File: src/rtl/led_pio_pkg.sv
// Shared register-map constants and sizing helper for the LED PWM/blink peripheral.
package led_pio_pkg;

  localparam int ADDR_DATA  = 0;
  localparam int ADDR_PRESC = 1;
  localparam int ADDR_BLINK = 2;
  localparam int ADDR_PWM   = 3;
  localparam int ADDR_DUTY0 = 4;

  // Four control words followed by one duty word per channel.
  function automatic int addr_w(input int num_ch);
    return $clog2(ADDR_DUTY0 + num_ch);
  endfunction

endpackage

File: src/rtl/led_pwm_channel.sv
// Per-channel gating: enable AND optional PWM compare AND optional blink phase.
module led_pwm_channel #(
  parameter int PWM_BITS = 8
) (
  input  logic                data_i,
  input  logic                pwm_en_i,
  input  logic                blink_en_i,
  input  logic [PWM_BITS:0]   duty_i,
  input  logic [PWM_BITS-1:0] pwm_cnt_i,
  input  logic                blink_ph_i,
  output logic                on_o
);

  logic pwm_on;
  logic blink_on;

  // Compare one bit wider so a duty of 2^PWM_BITS is always on.
  assign pwm_on   = pwm_en_i ? ({1'b0, pwm_cnt_i} < duty_i) : 1'b1;
  assign blink_on = blink_en_i ? blink_ph_i : 1'b1;
  assign on_o     = data_i & pwm_on & blink_on;

endmodule

File: src/rtl/led_pwm_pio.sv
// Avalon-MM LED peripheral: register file, shared prescaler/PWM counter/blink phase, registered LED outputs.
module led_pwm_pio
  import led_pio_pkg::*;
#(
  parameter int NUM_CH   = 10,
  parameter int PWM_BITS = 8,
  parameter int PRESC_W  = 16,
  parameter int ADDR_W   = addr_w(NUM_CH)
) (
  input  logic              clk_clk,
  input  logic              reset_reset,
  input  logic [ADDR_W-1:0] avs_address,
  input  logic              avs_read,
  input  logic              avs_write,
  input  logic [31:0]       avs_writedata,
  output logic [31:0]       avs_readdata,
  output logic [NUM_CH-1:0] leds_export
);

  logic [NUM_CH-1:0]   data_q, blink_en_q, pwm_en_q;
  logic [PRESC_W-1:0]  presc_q;
  logic [PWM_BITS:0]   duty_q [NUM_CH];
  logic [PRESC_W-1:0]  presc_cnt_q, presc_cnt_d;
  logic [PWM_BITS-1:0] pwm_cnt_q, pwm_cnt_d;
  logic                blink_ph_q, blink_ph_d;
  logic [NUM_CH-1:0]   leds_q, on_vec;
  logic [31:0]         rdata_q, rdata_d;
  logic                tick, presc_wr, is_duty;
  logic [ADDR_W-1:0]   duty_idx;

  assign duty_idx = avs_address - ADDR_W'(ADDR_DUTY0);
  assign is_duty  = (avs_address >= ADDR_W'(ADDR_DUTY0)) && (duty_idx < ADDR_W'(NUM_CH));
  assign presc_wr = avs_write && (avs_address == ADDR_W'(ADDR_PRESC));
  assign tick     = (presc_cnt_q == presc_q);

  always_ff @(posedge clk_clk or posedge reset_reset) begin
    if (reset_reset) begin
      data_q     <= '0;
      presc_q    <= '0;
      blink_en_q <= '0;
      pwm_en_q   <= '0;
    end else if (avs_write) begin
      case (avs_address)
        ADDR_W'(ADDR_DATA):  data_q     <= avs_writedata[NUM_CH-1:0];
        ADDR_W'(ADDR_PRESC): presc_q    <= avs_writedata[PRESC_W-1:0];
        ADDR_W'(ADDR_BLINK): blink_en_q <= avs_writedata[NUM_CH-1:0];
        ADDR_W'(ADDR_PWM):   pwm_en_q   <= avs_writedata[NUM_CH-1:0];
        default: ;
      endcase
    end
  end

  genvar gi;
  generate
    for (gi = 0; gi < NUM_CH; gi++) begin : g_ch
      always_ff @(posedge clk_clk or posedge reset_reset) begin
        if (reset_reset) begin
          duty_q[gi] <= '0;
        end else if (avs_write && (avs_address == ADDR_W'(ADDR_DUTY0 + gi))) begin
          duty_q[gi] <= avs_writedata[PWM_BITS:0];
        end
      end

      led_pwm_channel #(.PWM_BITS(PWM_BITS)) u_ch (
        .data_i     (data_q[gi]),
        .pwm_en_i   (pwm_en_q[gi]),
        .blink_en_i (blink_en_q[gi]),
        .duty_i     (duty_q[gi]),
        .pwm_cnt_i  (pwm_cnt_q),
        .blink_ph_i (blink_ph_q),
        .on_o       (on_vec[gi])
      );
    end
  endgenerate

  // A PRESCALE write restarts the tick interval; pwm_cnt and blink phase keep running.
  always_comb begin
    presc_cnt_d = presc_cnt_q + PRESC_W'(1);
    pwm_cnt_d   = pwm_cnt_q;
    blink_ph_d  = blink_ph_q;
    if (tick) begin
      presc_cnt_d = '0;
      pwm_cnt_d   = pwm_cnt_q + PWM_BITS'(1);
      if (pwm_cnt_q == '1) blink_ph_d = ~blink_ph_q;
    end
    if (presc_wr) presc_cnt_d = '0;
  end

  always_comb begin
    rdata_d = '0;
    case (avs_address)
      ADDR_W'(ADDR_DATA):  rdata_d[NUM_CH-1:0]  = data_q;
      ADDR_W'(ADDR_PRESC): rdata_d[PRESC_W-1:0] = presc_q;
      ADDR_W'(ADDR_BLINK): rdata_d[NUM_CH-1:0]  = blink_en_q;
      ADDR_W'(ADDR_PWM):   rdata_d[NUM_CH-1:0]  = pwm_en_q;
      default: if (is_duty) rdata_d[PWM_BITS:0] = duty_q[duty_idx];
    endcase
  end

  always_ff @(posedge clk_clk or posedge reset_reset) begin
    if (reset_reset) begin
      presc_cnt_q <= '0;
      pwm_cnt_q   <= '0;
      blink_ph_q  <= 1'b0;
      leds_q      <= '0;
      rdata_q     <= '0;
    end else begin
      presc_cnt_q <= presc_cnt_d;
      pwm_cnt_q   <= pwm_cnt_d;
      blink_ph_q  <= blink_ph_d;
      leds_q      <= on_vec;
      if (avs_read) rdata_q <= rdata_d;
    end
  end

  assign avs_readdata = rdata_q;
  assign leds_export  = leds_q;

endmodule

File: config.mk
export PLATFORM = sky130hd
export DESIGN_NAME = led_pwm_pio
export DESIGN_NICKNAME = d
export VERILOG_FILES = /design/src/rtl/led_pio_pkg.sv /design/src/rtl/led_pwm_channel.sv /design/src/rtl/led_pwm_pio.sv
export SDC_FILE = /design/constraint.sdc
export NUM_CORES = 1
export LEC_CHECK = 0
export CAP_MARGIN = 20
export CORE_MARGIN = 10
export CORE_UTILIZATION = 40
export CTS_CLUSTER_DIAMETER = 30
export DETAILED_ROUTE_END_ITERATION = 8
export REMOVE_ABC_BUFFERS = 1
export SLEW_MARGIN = 20
export SYNTH_ARGS = -nofsm -noshare
export SYNTH_HDL_FRONTEND = slang
export SYNTH_SLANG_ARGS = --single-unit
File: constraint.sdc
create_clock -name clk_clk -period 6.29 [get_ports clk_clk]
set_input_delay 1.258 -clock clk_clk [delete_from_list [all_inputs] [get_ports clk_clk]]
set_output_delay 1.258 -clock clk_clk [all_outputs]
set_load 0.01 [all_outputs]
# [Word level (Yosys, flattened, before mapping)]
# Cells that the tools add are included.
[word_totals] input_bits=40 register_bits=187 wordCells=119
[classes] addsub=3 bitwise_logic=22 reduce_logical=18 n_mux=29 order_cmp=13 n_eq_ne=15
[op_table] cell="less-than comparator 8 x 9 -> 1 bit" count=10
[op_table] cell="binary-select mux 9 bit (select 4 bit)" count=1
[op_table] cell="case mux 9 bit (4 select lines)" count=1
[op_table] cell="two-way mux 16 bit" count=2
[op_table] cell="two-way mux 9 bit" count=3
[op_table] cell="equality test 4 bit, second input constant" count=6
[op_table] cell="AND 1 bit" count=20
[op_table] cell="two-way mux 1 bit" count=20
[op_table] cell="adder 16 x 1 -> 16 bit, second input constant" count=1
[op_table] cell="equality test 16 bit" count=1
[op_table] cell="equality test 4 x 3 -> 1 bit, second input constant" count=4
[op_table] cell="logical AND 1 bit" count=12
[op_table] cell="AND reduction 2 bit" count=5
[op_table] cell="adder 8 x 1 -> 8 bit, second input constant" count=1
[op_table] cell="equality test 4 x 2 -> 1 bit, second input constant" count=2
[op_table] cell="equality test 8 bit, second input constant" count=1
[op_table] cell="two-way mux 6 bit" count=1
[op_table] cell=">= comparator 5 bit, second input constant" count=1
[op_table] cell="NOT 4 -> 5 bit" count=1
[op_table] cell="equality test 4 x 1 -> 1 bit, second input constant" count=1
[op_table] cell=">= comparator 4 x 3 -> 1 bit, second input constant" count=1
[op_table] cell="logical NOT 4 bit" count=1
[op_table] cell="less-than comparator 4 bit, second input constant" count=1
[op_table] cell="case mux 1 bit (4 select lines)" count=1
[op_table] cell="2 further kinds" count=2

# [Longest topological paths before layout]
# Gate-level depths: netlist of run 1.
[logic_depth] ltp_word=7 depth_mapped=10 mapped_depth_nobuf=7

# [Modules after synthesis]
# Synthesis of run 1 repeated with hierarchy kept, for this count alone.
[unflattened] hier_cells=864 area_unflattened_um2=10472.5
[by_module_without_submodules] module="led_pwm_pio" area_per_inst_um2=8445.6 seq_area_each_um2=4679.5 cells_each=574 n_inst=1
[by_module_without_submodules] module="led_pwm_channel" area_per_inst_um2=202.7 seq_area_each_um2=0.0 cells_each=29 n_inst=10

# [Worst setup path before layout of run 1]
# Ideal clock, no wire load.
[synth_timing] path_kind="input to register" start="in avs_address[2]" end="reg data_q[0]" t_required_ps=6165 path_slack_ps=2982 setup_time_ps=125 t_arrival_ps=3183 stages=7 path_cell_list="inv_1 > clkbuf_1 > ha_1 > clkbuf_1 > nand2_1 > nor3_2 > mux2_2"
[synth_between] elab_chain_len=2
[synth_rtl] item="start, declared" line_no="led_pwm_pio.sv:12" rtl="input logic [ADDR_W-1:0] avs_address,"
[synth_rtl] item="logical NOT 4 bit" line_no="led_pwm_pio.sv:43" rtl="case (avs_address)"
[synth_rtl] item="AND reduction 2 bit (no source line)"
[synth_rtl] item="end signal, assigned" line_no="led_pwm_pio.sv:44" rtl="ADDR_W'(ADDR_DATA): data_q <= avs_writedata[NUM_CH-1:0];"
[synth_rtl] item="end, declared" line_no="led_pwm_pio.sv:20" rtl="logic [NUM_CH-1:0] data_q, blink_en_q, pwm_en_q;"
# No other way between the ends.
# A chain may end at the register's enable or synchronous reset.

# [Final worst setup path of run 1]
[layout_timing] start="in avs_address[2]" end="reg data_q[9]"
# The elaborated chain is that of the path after synthesis.

==> results of run 1 <==
[cell usage after synthesis]
cell	n
a21o_1	20
a21oi_1	36
a221oi_1	7
a31o_2	10
a31o_4	1
a41oi_1	10
and2_1	2
and3_1	7
buf_2	11
buf_4	18
buf_6	2
buf_8	1
clkbuf_1	21
conb_1	1
dfrtp_1	187
ha_1	77
inv_1	112
mux2_2	121
mux2i_1	25
mux4_2	21
nand2_1	33
nand2b_1	10
nand3_1	11
nand3_2	1
nand4_1	36
nor2_1	21
nor2b_1	4
nor3_1	3
nor3_2	1
nor4_1	1
nor4_4	1
o2111ai_1	1
o211ai_1	10
o21ai_0	43
o22ai_1	9
xnor2_1	30
xnor2_2	1
xor2_1	7
[sequential cells by signal, summed over array words and instances (netlist names)]
signal / flops
blink_en_q: 10
pwm_cnt_q: 8
duty_q: 90
presc_cnt_q: 16
leds_export: 10
blink_ph_q: 1
avs_readdata: 16
data_q: 10
pwm_en_q: 10
presc_q: 16
[worst register-to-register path: stages, from the launching register on]
cell	delay (ps)
dfrtp_1	790
ha_1	370
a21o_1	160
a21oi_1	190
o211ai_1	160
a41oi_1	400
[per-layer routing]
layer  routed length, µm  share of wire (%)  vias to the layer above
met5                   0                  0                        -
met4                 462                1.7                        0
met3                1160                4.3                       27
met2               13000                 49                      125
met1               12100                 45                     3535
li1                    -                  -                     3270
[through the flow]
step	TNS [ps]	cells	hold WS, ps
global placement	0	1264	506
floorplan	-9990	875	477
global route	0	1296	541
CTS	0	1296	527
detailed placement	0	1264	514
finish	0	1296	522
[power by group through the flow]
stage	sequential [mW]	combinational (mW)	clock, mW
2_1_floorplan	1.66	0.633	0
3_3_place_gp	1.72	0.891	0
3_5_place_dp	1.73	0.911	0
4_1_cts	1.70	0.918	1.15
5_1_grt	1.75	1.01	1.20
6_report	1.70	0.907	1.12
[path summary, 6_finish.rpt]
path                                                end  depth (start not counted)  slack (ps)                         start
max                               data_q[9]$_DFFE_PP0P_                          6        2550                avs_address[2]
min                        avs_readdata[12]$_DFFE_PP0P_                          2         520  avs_readdata[12]$_DFFE_PP0P_
max reg2reg                    leds_export[3]$_DFF_PP0_                          5        4100      pwm_cnt_q[1]$_DFFE_PP0P_
min reg2reg                avs_readdata[12]$_DFFE_PP0P_                          2         520  avs_readdata[12]$_DFFE_PP0P_
max in group asynchronous      presc_cnt_q[0]$_DFF_PP0_                          3        3800                   reset_reset
min in group asynchronous      leds_export[8]$_DFF_PP0_                          2        1330                   reset_reset
[area by class of cell]
class	count	area [µm²]
fillers	2458	14100
multi-input cells	576	5080
flip-flops and latches	187	4680
repair buffers	54	518
clock buffers	21	480
inverters	112	433
well taps	335	419
clock inverters	11	134
[cell families (layout without fill, tap and decap cells)]
group	after synthesis	in the layout	synth area share, %
muxes	167	167	20.0
buffers and inverters	165	198	6.97
and+or+nand+nor	131	131	6.61
other	1	16	0.0360
xor gates and xnor gates	38	38	3.26
adders and majority gates	77	77	9.24
DFF	187	187	44.9
AOI/OAI and AO/OA	147	147	9.01
==> results_dict.tcl, run 1 <==
set metrics [dict create \
    drt_iter0_markers 566 \
    power.leakage_nw 5.48 \
    power_mw 3.73 \
    use_met2_pct 26.9 \
    cts_buffer_depth 2 \
    p_int_mw 2.58 \
    cts.sinks 187 \
    fin_util_pct 45.5 \
    fin_worst_skew_ps 11.8 \
    syn_inst 913 \
    power_switching_mw 1.15 \
    final_cell_mix "dfrtp_1, mux2_2, inv_1" \
    busiest_layer "met2" \
    final_common_cell "dfrtp_1" \
    synth_cell_types 38 \
    power_density_nw_per_um2 318 \
    worstPathMaxFanout 13 \
    placed_area_um2 11100 \
    yosysTopAreaCell "dfrtp_1" \
    final_nets 1065 \
    num_rows 59 \
    yosysSeqAreaShare_pct 44.9 \
    cp.arrival_ps 4060 \
    seqPwrFrac_pct 45.6 \
    crit_required_ps 6610 \
    gr-usage-met1_pct 21.7 \
    antenna_left 0 \
    drive_gt1_share_pct 20.6 \
    fin_crit_ps 3740 \
    cts_resized 0 \
    grt_pass1_vias 7284 \
    grt_usage_pct 16.6 \
    fin_ws_ps 2550 \
    htree_levels 4 \
    rsz0062_at_grt "no" \
    fin_crit_sh_pct 59.5 \
    critPathSlowestCell "nor3_2" \
    synth_area_leaders "dfrtp_1, mux2_2, ha_1" \
    grt_pass1_wl_mm 42.6 \
    port-buffer-count 49 \
    use_met3_pct 3.90 \
    antenna_found_initial 0 \
    p_comb_share_pct 24.3 \
    cp_num_buf_inv 2 \
    io_pins 82 \
    synth_area_per_cell_um2 11.4 \
    postCtsSetupBuffers 0 \
    place_congestion 0.794 \
    finalSetupViolations 0 \
    maxSlewViolCount 0 \
    slowest_delay_ps 780 \
    drv_cap 0 \
    peakVddDrop_uv 201 \
    hold_viol_final 0 \
    cts_root_buf "clkbuf_16" \
    crit_type "in -> reg" \
    area_growth_syn_to_layout_pct 12.6 \
    swShare_pct 30.9 \
    path_cells "clkdlybuf4s50_1 -> inv_1 -> ha_1 -> nand2_1 -> nor3_2 -> mux2_2" \
    fp.dieH_um 181 \
    clock_power_share_pct 30.1 \
    syn_area_um2 10400 \
    antenna_cells 0 \
    worst_pin_slew_ps 1000 \
    hpwl_mm 18.3 \
    fin_area_um2 11700 \
    grt_max_degree 153 \
    route.detailed.drc 0 \
    worstSkewPairLatency_ps 450 \
    outcome "finished clean" \
    ys_ff_latch 187 \
    gr-total-overflow 0 \
    core_area_um2 25800 \
    start_util_pct 40.4 \
    hold_path_class "reg -> reg" \
    cts_tree "built" \
    clkTransAtPathRegs_ps 70 \
    fmax_ghz 0.267 \
    relSlewSlack_pct 32.7 \
    cts_hold_buffers 0 \
    place_ws_ps 2090 \
    synth_top_area_share_pct 44.9 \
    die_x_um 181 \
    routed_wl_mm 26.7 \
    path_delay_family "buffers and inverters" \
    ys_warn_count 0 \
    dr.pass1.iters 5 \
    cts_buffers 17 \
    routed_via_density 5.37 \
    start_kind "input pin" \
    wl_per_cell_um 20.6 \
    num_vias 6957 \
    dieArea_um2 32900 \
    endpoint_kind "flip-flop" \
]
Note: power is estimated with default switching activity, not from simulation.
==> run 2, diff against run 1 <==
Clock period 6.29 ns to 3.3 ns, I/O delays scaled along.
==> results_dict.tcl, run 2 (synthesis gave the netlist of run 1 again) <==
set metrics [dict create \
    io_pins 82 \
    place_congestion 0.840 \
    worstPathMaxFanout 8 \
    path_cells "clkdlybuf4s50_1 -> inv_1 -> ha_1 -> nor2b_1 -> a221oi_1 -> a21oi_1 -> a21oi_1 -> o21ai_0" \
    cts_buffers 17 \
    crit_type "in -> reg" \
    drt_iter0_markers 453 \
    crit_required_ps 3640 \
    wl_per_cell_um 20.7 \
    relSlewSlack_pct 40.0 \
    rsz0062_at_grt "no" \
    hpwl_mm 19.2 \
    start_kind "input pin" \
    final_nets 1084 \
    max_flop_register "duty_q" \
    cp_num_buf_inv 2 \
    finalSetupViolations 0 \
    antenna_cells 0 \
    num_rows 59 \
    fp.dieH_um 181 \
    route.detailed.drc 0 \
    fmax_ghz 0.389 \
    dieArea_um2 32900 \
    antenna_found_initial 0 \
    clkTransAtPathRegs_ps 70 \
    outcome "finished clean" \
    drv_cap 0 \
    fin_crit_ps 2570 \
    dr.pass1.iters 4 \
    nFillCells 2407 \
    slowest_delay_ps 570 \
    rrSetupSlack_ps 1060 \
    cts.sinks 187 \
    cp.arrival_ps 2920 \
    worst_pin_slew_ps 898 \
    die_x_um 181 \
    power_density_nw_per_um2 593 \
    postCtsSetupBuffers 0 \
    antenna_left 0 \
    cts_root_buf "clkbuf_16" \
    core_area_um2 25800 \
    cts_tree "built" \
    regArea_um2 4680 \
    path_delay_family "buffers and inverters" \
    cts_buffer_depth 2 \
    power.leakage_nw 5.57 \
    fin_worst_skew_ps 14.7 \
    port-buffer-count 49 \
    cp_common_cell "a21oi_1" \
    grt_pass1_vias 7315 \
    fin_area_um2 11900 \
    final_cell_mix "dfrtp_1, mux2_2, inv_1" \
    hold_viol_final 0 \
    endpoint_kind "flip-flop" \
    worstSkewPairLatency_ps 430 \
    start_util_pct 40.4 \
    grt_usage_pct 16.6 \
    hold_path_class "reg -> reg" \
    cts_hold_buffers 0 \
    htree_levels 4 \
    largest_reg_flops 90 \
    power_mw 7.05 \
    maxSlewViolCount 0 \
    critPathSlowestCell "nor2b_1" \
    peakVddDrop_uv 275 \
    num_vias 7102 \
    routed_via_density 5.40 \
    final_common_cell "dfrtp_1" \
    drive_gt1_share_pct 22.1 \
    cts_resized 0 \
    gr-total-overflow 0 \
    grt_pass1_wl_mm 42.7 \
    placed_area_um2 11300 \
    fin_util_pct 46.0 \
    area_growth_syn_to_layout_pct 13.9 \
    fin_crit_sh_pct 78.0 \
    multi_input_area_um2 5080 \
    grt_max_degree 73 \
    routed_wl_mm 27.2 \
]
[run 2: changes by cell type in the layout (fill, tap and decap cells not counted), sizes merged]
cell / delta
clkbuf: -1
clkinvlp: -2
inv: +2
clkinv: +2
buf: +19
bufinv: -1
[run 2: worst min-delay path: stages (launching register included)]
cell and delay, ps:
dfrtp_1 380, inv_1 50, o21ai_0 60
[run 2: final timing paths]
| kind | startpoint | endpoint | depth (start not counted) |
|---|---|---|---|
| worst max-delay path | avs_address[2] | avs_readdata[1]$_DFFE_PP0P_ | 8 |
| worst min register to register | avs_readdata[14]$_DFFE_PP0P_ | avs_readdata[14]$_DFFE_PP0P_ | 2 |
| worst max register to register | pwm_cnt_q[1]$_DFFE_PP0P_ | leds_export[2]$_DFF_PP0_ | 5 |
| worst min-delay path | avs_readdata[14]$_DFFE_PP0P_ | avs_readdata[14]$_DFFE_PP0P_ | 2 |
| min in group asynchronous | reset_reset | duty_q[17]$_DFFE_PP0P_ | 2 |
| max in group asynchronous | reset_reset | duty_q[44]$_DFFE_PP0P_ | 3 |
[run 2: area by class of cell]
class | instances | share of cell area [%]
clock buffer | 20 | 3.93
clock inverter | 12 | 0.948
inverter | 112 | 3.60
multi-input combinational | 576 | 42.8
sequential | 187 | 39.4
tap | 335 | 3.53
timing repair buffer | 73 | 5.77
[run 2: through the flow]
step | instances | setup WS, ps | hold slack (ps) | setup TNS (ps)
5_1_grt | 1315 | 621 | 544 | 0
2_1_floorplan | 875 | -2450 | 477 | -457300
3_5_place_dp | 1283 | 369 | 514 | 0
4_1_cts | 1315 | 799 | 527 | 0
6_report | 1315 | 726 | 524 | 0
3_3_place_gp | 1283 | 414 | 505 | 0
[run 2: power breakdown]
group	internal, mW	switching [mW]
clock	1.11	0.936
sequential	2.80	0.461
combinational	0.928	0.817
[run 2: per-layer routing]
| metal | vias up | part of all wire, % | GRT usage, % |
|---|---|---|---|
| li1 | 3315 | - | - |
| met1 | 3634 | 45 | 21.4 |
| met2 | 131 | 49 | 27.9 |
| met3 | 22 | 3.8 | 3.22 |
| met4 | 0 | 1.5 | 4.39 |
| met5 | - | 0 | 0 |
